===== src/rtl/i2c_pkg.sv =====
// Shared definitions for the I2C read master: the controller state encoding,
// the R/W bit value that selects a read, and the default target address.
package i2c_pkg;

    typedef enum logic [2:0] {
        IDLE,
        START,
        ADDR,
        AACK,
        READ,
        MACK,
        STOP
    } state_t;

    localparam logic       I2C_RD_BIT       = 1'b1;
    localparam logic [6:0] I2C_DEFAULT_ADDR = 7'h40;

endpackage


===== src/rtl/i2c_qtick.sv =====
// Quarter-period tick generator for the I2C master. It counts system clocks
// 0..CLK_DIV-1 and pulses tick on the wrap. clr holds the count at zero so that
// every transaction begins with a full quarter period before the first bus change.
module i2c_qtick #(
    parameter int CLK_DIV = 4
) (
    input  logic clk,
    input  logic rst_n,
    input  logic clr,
    output logic tick
);

    localparam int            CW   = (CLK_DIV > 1) ? $clog2(CLK_DIV) : 1;
    localparam logic [CW-1:0] LAST = CW'(CLK_DIV - 1);

    logic [CW-1:0] cnt;

    assign tick = !clr && (cnt == LAST);

    // Free-running divider, restarted on wrap or while held clear.
    always_ff @(posedge clk or negedge rst_n) begin
        if (!rst_n) begin
            cnt <= '0;
        end else if (clr || tick) begin
            cnt <= '0;
        end else begin
            cnt <= cnt + CW'(1);
        end
    end

endmodule


===== src/rtl/i2c_master_rd.sv =====
// Fixed-length I2C read master: START, address + R, NBYTES data bytes with
// master ACK (NACK on the last byte), STOP. SCL/SDA are open-drain style levels
// (1 = released). Every bus change happens on a quarter tick; a bit cell is four
// quarters: Q0 SCL low + SDA update, Q1/Q2 SCL high (sample on Q2), Q3 SCL low.
// Optional feature: define I2C_MASTER_RD_RETRY_EN to re-issue STOP/START after an
// address NACK, up to RETRY_MAX extra attempts, before reporting ack_err.
module i2c_master_rd
    import i2c_pkg::*;
#(
    parameter int         CLK_DIV    = 4,
    parameter logic [6:0] SLAVE_ADDR = I2C_DEFAULT_ADDR,
    parameter int         NBYTES     = 2,
    parameter int         RETRY_MAX  = 3
) (
    input  logic       clk,
    input  logic       rst_n,
    input  logic       start,
    input  logic       sda_in,
    output logic       scl,
    output logic       sda_out,
    output logic       busy,
    output logic [7:0] rd_data,
    output logic       rd_valid,
    output logic       done,
    output logic       ack_err
);

    localparam int         BW        = $clog2(NBYTES + 1);
    localparam logic [7:0] ADDR_BYTE = {SLAVE_ADDR, I2C_RD_BIT};

    state_t        state;
    logic [1:0]    q;
    logic [2:0]    bit_cnt;
    logic [BW-1:0] byte_cnt;
    logic [7:0]    shreg;
    logic          addr_nack;
    logic          retry;
    logic          tick;
    logic          cell_sda;
    logic          last_byte;
    logic          can_retry;

`ifdef I2C_MASTER_RD_RETRY_EN
    localparam int RW = (RETRY_MAX > 0) ? $clog2(RETRY_MAX + 1) : 1;
    logic [RW-1:0] retry_cnt;
    assign can_retry = (retry_cnt != RW'(RETRY_MAX));
`else
    assign can_retry = 1'b0;
`endif

    // byte_cnt is bumped at the end of each READ, so in MACK it already
    // counts the byte just received.
    assign last_byte = (byte_cnt == BW'(NBYTES));

    i2c_qtick #(.CLK_DIV(CLK_DIV)) u_qtick (
        .clk   (clk),
        .rst_n (rst_n),
        .clr   (state == IDLE),
        .tick  (tick)
    );

    // SDA level the master presents during Q0 of a data-type bit cell.
    always_comb begin
        cell_sda = 1'b1;
        if (state == ADDR) begin
            cell_sda = ADDR_BYTE[3'd7 - bit_cnt];
        end else if (state == MACK) begin
            cell_sda = last_byte;
        end
    end

    // Transaction controller: walks the quarter phases of each cell and
    // drives the registered bus levels and host strobes.
    always_ff @(posedge clk or negedge rst_n) begin
        if (!rst_n) begin
            state     <= IDLE;
            q         <= '0;
            bit_cnt   <= '0;
            byte_cnt  <= '0;
            shreg     <= '0;
            addr_nack <= 1'b0;
            retry     <= 1'b0;
            scl       <= 1'b1;
            sda_out   <= 1'b1;
            busy      <= 1'b0;
            rd_data   <= '0;
            rd_valid  <= 1'b0;
            done      <= 1'b0;
            ack_err   <= 1'b0;
`ifdef I2C_MASTER_RD_RETRY_EN
            retry_cnt <= '0;
`endif
        end else begin
            rd_valid <= 1'b0;
            done     <= 1'b0;
            if (state == IDLE) begin
                if (start) begin
                    state     <= START;
                    busy      <= 1'b1;
                    ack_err   <= 1'b0;
                    q         <= '0;
                    bit_cnt   <= '0;
                    byte_cnt  <= '0;
                    addr_nack <= 1'b0;
                    retry     <= 1'b0;
`ifdef I2C_MASTER_RD_RETRY_EN
                    retry_cnt <= '0;
`endif
                end
            end else if (tick) begin
                q <= q + 2'd1;
                case (state)
                    START: begin
                        case (q)
                            2'd0:    begin scl <= 1'b1; sda_out <= 1'b1; end
                            2'd1:    sda_out <= 1'b0;
                            default: scl <= 1'b0;
                        endcase
                        if (q == 2'd3) state <= ADDR;
                    end
                    STOP: begin
                        case (q)
                            2'd0:    begin scl <= 1'b0; sda_out <= 1'b0; end
                            2'd1:    scl <= 1'b1;
                            default: begin scl <= 1'b1; sda_out <= 1'b1; end
                        endcase
                        if (q == 2'd3) begin
                            if (retry) begin
                                state     <= START;
                                retry     <= 1'b0;
                                addr_nack <= 1'b0;
`ifdef I2C_MASTER_RD_RETRY_EN
                                retry_cnt <= retry_cnt + RW'(1);
`endif
                            end else begin
                                state   <= IDLE;
                                busy    <= 1'b0;
                                done    <= 1'b1;
                                ack_err <= addr_nack;
                            end
                        end
                    end
                    default: begin
                        // ADDR/AACK/READ/MACK share the same cell shape. The
                        // Q2 sample always shifts in; in AACK the ack bit lands
                        // in shreg[0], and READ overwrites all eight bits.
                        case (q)
                            2'd0:    begin scl <= 1'b0; sda_out <= cell_sda; end
                            2'd1:    scl <= 1'b1;
                            2'd2:    begin scl <= 1'b1; shreg <= {shreg[6:0], sda_in}; end
                            default: scl <= 1'b0;
                        endcase
                        if (q == 2'd3) begin
                            case (state)
                                ADDR: begin
                                    bit_cnt <= bit_cnt + 3'd1;
                                    if (bit_cnt == 3'd7) state <= AACK;
                                end
                                AACK: begin
                                    if (!shreg[0]) begin
                                        state <= READ;
                                    end else begin
                                        state     <= STOP;
                                        addr_nack <= 1'b1;
                                        retry     <= can_retry;
                                    end
                                end
                                READ: begin
                                    bit_cnt <= bit_cnt + 3'd1;
                                    if (bit_cnt == 3'd7) begin
                                        rd_data  <= shreg;
                                        rd_valid <= 1'b1;
                                        byte_cnt <= byte_cnt + BW'(1);
                                        state    <= MACK;
                                    end
                                end
                                MACK:    state <= last_byte ? STOP : READ;
                                default: state <= IDLE;
                            endcase
                        end
                    end
                endcase
            end
        end
    end

endmodule


===== config.mk =====
export PLATFORM = sky130hd
export DESIGN_NAME = i2c_master_rd
export DESIGN_NICKNAME = d
export VERILOG_FILES = /design/src/rtl/i2c_pkg.sv /design/src/rtl/i2c_qtick.sv /design/src/rtl/i2c_master_rd.sv
export SDC_FILE = /design/constraint.sdc
export NUM_CORES = 1
export LEC_CHECK = 0
export BUFFER_PORTS_ARGS = -buffer_cell sky130_fd_sc_hd__buf_2
export CAP_MARGIN = 20
export CORE_ASPECT_RATIO = 1.75
export CORE_UTILIZATION = 45
export DETAILED_ROUTE_END_ITERATION = 8
export MAX_ROUTING_LAYER = met4
export SKIP_LAST_GASP = 1
export SLEW_MARGIN = 10
export SYNTH_ARGS = -nofsm -noshare
export SYNTH_HDL_FRONTEND = slang
export SYNTH_SLANG_ARGS = --single-unit

===== constraint.sdc =====
create_clock -name clk -period 3.8 [get_ports clk]
set_clock_uncertainty 0.15 [all_clocks]
set_input_delay 0.57 -clock clk [delete_from_list [all_inputs] [get_ports clk]]
set_output_delay 0.57 -clock clk [all_outputs]
set_load 0.005 [all_outputs]

# ---- Word-level counts from Yosys, hierarchy flattened
# Memory sizes are Yosys's and may differ from the RTL's.
# Cells that the tools add are included.
# Widths: inputs -> output; s select.
dict set report op_classes {
  addsub 5
  order_cmp 1
  n_eq_ne 22
  n_bitwise 2
  reduce_logical 28
  mul 0
  n_mux 78
  n_shift 0
  div_mod_pow 0
}
# op count
set ops {}
lappend ops {{$mux 1} 43}
lappend ops {{$mux 3} 14}
lappend ops {{$mux 2} 12}
lappend ops {{$reduce_and 5->1} 4}
lappend ops {{$reduce_and 6->1} 3}
lappend ops {{$pmux 1 s2} 7}
lappend ops {{$eq 3x3->1 const B} 4}
lappend ops {{$pmux 3 s4} 1}
lappend ops {{$reduce_bool 2->1} 6}
lappend ops {{$reduce_bool 3->1} 3}
lappend ops {{$eq 2x2->1 const B} 4}
lappend ops {{$reduce_and 7->1} 1}
lappend ops {{$add 2x1->2 const B} 3}
lappend ops {{$eq 3x2->1 const B} 2}
lappend ops {{$ne 2x1->1 const B} 3}
lappend ops {{$ne 2x2->1 const B} 3}
lappend ops {{$pmux 3 s2} 1}
lappend ops {{$reduce_or 2->1} 3}
lappend ops {{$ne 5x1->1 const B} 1}
lappend ops {{$ne 5x2->1 const B} 1}
lappend ops {{$lt 3x4->1 const B} 1}
lappend ops {{$reduce_and 4->1} 1}
lappend ops {{$add 3x1->3 const B} 1}
lappend ops {{$eq 3x1->1 const B} 1}
lappend ops {{other kinds (12)} 13}
dict set report totals {
  n_memories 1
  mem_bits_ro 8
  latchBits 0
  out_inout_bits 14
  register_bits 36
  wordCells 152
  mem_bits_rw 0
}
# memory words word_bits rd rd_clocked_by_memory_dff write_ports line_no
set memory_table {}
lappend memory_table {{(no name shown)} 8 1 1 0 0 i2c_master_rd.sv:66} ;# cell_sda = ADDR_BYTE[3'd7 - bit_cnt];

# ---- Logic depth before layout (Yosys ltp)
dict set report depth {
  depth_word 7
  depth_mapped 6
}

# ---- By module
# Synthesis repeated with hierarchy kept, for this count alone.
dict set report unflattened {
  hier_cells 156
  hier_area_um2 1799.2
}
# module area_each_um2 cells_per_inst instances
set modules_own_cells {}
lappend modules_own_cells {i2c_master_rd 1712.9 150 1}
lappend modules_own_cells {i2c_qtick 86.3 6 1}

# ---- Worst setup path before layout
# OpenSTA, ideal clock, no wires.
dict set report synth_path {
  path_kind {register to register}
  startpoint {register q[0]}
  endpoint {register sda_out}
  path_stages_with_launch 5
  slack_ns 2.077
  arrival_time_ns 1.488
  n_path_buf 0
  setup_time_ns 0.085
  path_cell_list {dfrtp_1 > ha_1 > o311a_1 > o32ai_2 > mux2_1}
}
dict set report synth_between {
  elab_chain_cells 3
  elab_cells_between_ends 9
  classes_between {eq/ne (3); mux (3); reduce/logical (3)}
}
# item line_no
set synth_rtl {}
lappend synth_rtl {{start: declaration} i2c_master_rd.sv:32} ;# logic [1:0] q;
lappend synth_rtl {{start signal: assignment} i2c_master_rd.sv:111} ;# q <= q + 2'd1;
lappend synth_rtl {{$eq 2x1->1 or $logic_not 2->1 (tied branches)} {i2c_master_rd.sv:114, i2c_master_rd.sv:122, i2c_master_rd.sv:147}}
lappend synth_rtl {{$pmux 1 s2 (tied with other cells)} i2c_master_rd.sv:122} ;# case (q)
lappend synth_rtl {{$pmux 1 s2 or $reduce_and 5->1 (tied branches)} -}
lappend synth_rtl {{end signal: assignment} i2c_master_rd.sv:115} ;# 2'd0: begin scl <= 1'b1; sda_out <= 1'b1; end
lappend synth_rtl {{end signal: assignment} i2c_master_rd.sv:116} ;# 2'd1: sda_out <= 1'b0;
lappend synth_rtl {{end signal: assignment} i2c_master_rd.sv:123} ;# 2'd0: begin scl <= 1'b0; sda_out <= 1'b0; end
lappend synth_rtl {{end: declaration} i2c_master_rd.sv:20} ;# output logic sda_out,
# Several ways; a longest one is shown, not always the timed one.
# A chain may end at the register's enable or synchronous reset.

# ---- Worst setup path in the final report
dict set report layout_path {
  startpoint {register state[2]}
  endpoint {register shreg[7]}
}
dict set report layout_between {
  elab_chain_cells 4
  elab_cells_between_ends 9
  classes_between {eq/ne (2); bitwise (2); reduce/logical (5)}
}
# item line_no
set layout_rtl {}
lappend layout_rtl {{start: declaration} i2c_master_rd.sv:31} ;# state_t state;
lappend layout_rtl {{start signal: assignment} i2c_master_rd.sv:177} ;# MACK: state <= last_byte ? STOP : READ;
lappend layout_rtl {{$eq 3x3->1 (tied with other cells)} i2c_master_rd.sv:112} ;# case (state)
lappend layout_rtl {{$reduce_or 2->1 (no line) or $logic_not 1->1 (tied branches)} -}
lappend layout_rtl {{$not 1->1 (no line) or $logic_and 1x1->1 (tied branches)} -}
lappend layout_rtl {{$reduce_and 4->1 (no line) *} -}
lappend layout_rtl {{end signal: assignment} i2c_master_rd.sv:80} ;# shreg <= '0;
lappend layout_rtl {{end signal: assignment} i2c_master_rd.sv:150} ;# 2'd2: begin scl <= 1'b1; shreg <= {shreg[6:0], sda_in}; end
lappend layout_rtl {{end: declaration} i2c_master_rd.sv:35} ;# logic [7:0] shreg;
# Every way passes the cells marked *; elsewhere a longest branch is shown, timed or not.

==> impl_summary.md <==
Global routing
Entering global routing, the biggest net connects 36 pins. The global-route wire length before repair is 6127 um. The number of global-route vias before repair is 1,294. The overall routing resource usage is 19.83%. The remaining global-route overflow is 0. The number of antenna violations at the first check in global routing is 0.

Cells and area
The share of final-layout standard cells stronger than drive strength 1 is 21.74%. The antenna cell count is 0. The layout overhead on the synthesized area is 11.06%.

At the end of the flow, the number of nets in the layout was 197.

Floorplanning
The initial cell density of the core is 46.70%. The die is 49.65 um wide. For this design the top-level I/O count stands at 18. Measured along the y axis, the die boundary spans 85.39 um. The floorplan core area is 0.003829 mm2. The placement row count is 30. The die covers 0.004239 mm2.

Timing
The final hold violation count is 0. Dividing the final minimum period by the clock period gives 57.45%. At the pin with the least slew margin, the transition time is 755.5 ps. The post-route minimum period is 2183 ps. The highest clock frequency the design can meet is 458.1 MHz. The normalized max-slew margin is 49.63%.

The total of endpoints with negative setup slack in the final report is 0. Setup repair after global routing left no endpoint under its margin. The tightest hold path in the finished design has a slack of 196.3 ps. The total count of max-transition violations in the final report is 0. The accumulated negative setup slack is 0 ps.

Critical path
The sort of element at the start of the critical path is a register. Counting cells, the worst reg-to-reg path comes to 3. For the worst setup path, the data required time is 3820 ps. Of all nets on the critical path, the largest fanout is 25. Across all register-to-register paths, the minimum setup slack is 1620 ps.

Walking the worst path, the cells encountered are or2_2 > and4_1 > mux2_2. The largest stage delay on the critical path is 800 ps. The worst setup path category is register to register. The worst path arrival time is 2200 ps. The reg-to-reg startpoint is state[2]. The worst reg2reg path endpoint is shreg[7]. The slowest stage of the critical path is the sky130_fd_sc_hd__dfrtp_1 cell. The capturing element type of the critical path is a register.

Synthesis
Counting flops with a built-in enable in the synthesized netlist gives 0. Among all flip-flop cells after synthesis, the most frequent one is sky130_fd_sc_hd__dfrtp_1. The Yosys step of the flow raised 0 warnings. The distinct cell type count of the synthesized netlist is 42. By area the synthesized netlist is led by sky130_fd_sc_hd__dfrtp_1 46%, sky130_fd_sc_hd__ha_1 6.3%, sky130_fd_sc_hd__mux2_1 5.0%, sky130_fd_sc_hd__mux2_2 4.4%, sky130_fd_sc_hd__o21ai_0 4.2%. The average cell area after synthesis is 10.64 um2. The share of the Yosys chip area taken by registers is 49.13%. In this run the cell area of the synthesized design comes to 0.001788 mm2.

Synthesis produced a netlist with a net count of 181. The cell count after synthesis came out at 168. The proportion of register bits with asynchronous set or reset after synthesis is 100.0%. The flip-flop and latch count after synthesis is 35. The cell taking the most area after synthesis is sky130_fd_sc_hd__dfrtp_1. The fraction of post-synthesis cell area in the top cell type by area is 46.19%.

Clock network
The count of hold-fix buffers inserted at cts is 0. The cell at the root of the clock tree is sky130_fd_sc_hd__clkbuf_8. Once the clock tree was built, the setup fixing pass inserted 0 buffers. After clock tree synthesis, the clock-pin slew on the worst setup and hold paths is 70 ps.

The H-tree generated during clock tree synthesis spans 2 levels. Clock latency on the worst-skew pair, taken at its later pin, is 290 ps. The clock passes through at most 2 buffers.

TritonCTS built the clock tree. Buffers inserted during clock tree synthesis total 5. The clock sink count is 35. Gates resized during post-CTS repair numbered 0.

Route
After detailed routing, the number of remaining DRC violations is 0. In the final routed layout, each cell accounts on average for 15.32 um. The routed layout has 1,311 vias. In this run the remaining antenna-violating nets after routing total 0. After detailed routing, the total wire length is 3554 um. The count of routing violations after the opening detailed-route iteration is 26.

The first TritonRoute pass finished after 4 iterations. Using the TritonRoute via totals, the vias-per-cell ratio works out to 5.651.

Power and ir drop
The maximum resistive drop on vdd is 0.0004117 V. The power density over cell area is 621.4 mW/mm2. The total leakage power is 0.0009762 uW.

The post-route total power is 1234 uW.

Run
The max-capacitance violation count is 0.

Status
The run finished with clean final reports.

Placed design
Routability-driven placement finished with a final weighted congestion of 0.8996. The number of port buffers is 17. The half-perimeter wire length of the detailed placement result is 2645 um.

Hold path
The worst hold path belongs to the class input pin to asynchronous set/reset pin.
critical path: cells and delay by family, from the launching register on:
kind             cells  cell delay (ps)
flip-flops           1              800
multiplexers         1              390
AND/OR/NAND/NOR      2              720
state kept, by name (all words and copies together), names as in the netlist:
register and count:
ack_err 1, addr_nack 1, bit_cnt 3, busy 1
byte_cnt 2, done 1, q 2, rd_data 8
rd_valid 1, scl 1, sda_out 1, shreg 8
state 3, u_qtick.cnt 2
logic make-up after synthesis:
group                    share of synthesized area (%)
multiplexers                                     11.13
AO/OA/AOI/OAI                                    15.47
flip-flops                                       49.13
AND/OR/NAND/NOR                                  13.16
adder cells (fa/ha/maj)                          6.858
buffers and inverters                            4.269
power by group:
group / internal [uW] / switching [uW] / total (uW)
Sequential: 447 / 115 / 562
Combinational: 183 / 222 / 405
Clock: 142 / 125 / 267
metrics by stage:
step	std cells	utilization, %	cell area, um2	setup WS, ps
final	232	51.86	1986	1617
after global routing	232	51.86	1986	1429
after CTS	232	51.86	1986	1597
after detailed placement	225	49.58	1898	1601
after global placement	225	49.58	1898	1642
after floorplan	168	-	1788	2077
Yosys cell counts, drive strengths merged, types with 5 or more instances:
cell type	count
buf	6
nor2	6
dfrtp	33
ha	9
nand3	6
mux2	15
inv	11
o21ai	15
a21oi	6
nand2	16
nor3	5
per-layer routing:
| metal | global-route usage, % | share of wire (%) | vias to the layer above |
|---|---|---|---|
| li1 | - | - | 635 |
| met1 | 21.62 | 39 | 638 |
| met2 | 33.66 | 54 | 30 |
| met3 | 3.943 | 3.7 | 8 |
| met4 | 9.610 | 3.2 | 0 |
| met5 | - | 0 | - |
layout make-up:
type / count / area, um2
Clock buffer: 6 / 82.58
Sequential cell: 35 / 878.3
Clock inverter: 1 / 5.005
Timing Repair Buffer: 17 / 85.08
Inverter: 11 / 41.29
Fill cell: 378 / 1843
Multi-Input combinational cell: 114 / 833.3
Tap cell: 48 / 60.06
worst max-delay path by stage:
stage | from | to | slack (ps)
6_report | state[2] | shreg[7] | 1620
5_1_grt | state[0] | rd_data[7] | 1430
4_1_cts | state[2] | shreg[7] | 1600
3_5_place_dp | state[2] | shreg[7] | 1600
3_3_place_gp | state[2] | shreg[7] | 1640
2_1_floorplan | q[0] | sda_out | 2080
cell usage in the layout, fill, tap and decap left out, types with 2 or more instances in the layout:
cell type and instances:
sky130_fd_sc_hd__nor2b_1 3, sky130_fd_sc_hd__mux2i_1 3, sky130_fd_sc_hd__dfstp_2 2, sky130_fd_sc_hd__clkbuf_8 6
sky130_fd_sc_hd__buf_2 17, sky130_fd_sc_hd__a221o_1 2, sky130_fd_sc_hd__o31ai_1 3, sky130_fd_sc_hd__a21oi_1 5
sky130_fd_sc_hd__and3_1 3, sky130_fd_sc_hd__o311a_1 2, sky130_fd_sc_hd__nor2_1 6, sky130_fd_sc_hd__mux2_1 8
sky130_fd_sc_hd__o22ai_1 2, sky130_fd_sc_hd__mux2_2 7, sky130_fd_sc_hd__inv_1 10, sky130_fd_sc_hd__ha_1 9
sky130_fd_sc_hd__nand3_1 5, sky130_fd_sc_hd__dfrtp_1 33, sky130_fd_sc_hd__nor3_1 4, sky130_fd_sc_hd__nand4_1 2
sky130_fd_sc_hd__nand2_1 16, sky130_fd_sc_hd__a21o_1 2, sky130_fd_sc_hd__o21ai_0 15
Note: power is estimated with default switching activity, not from simulation.
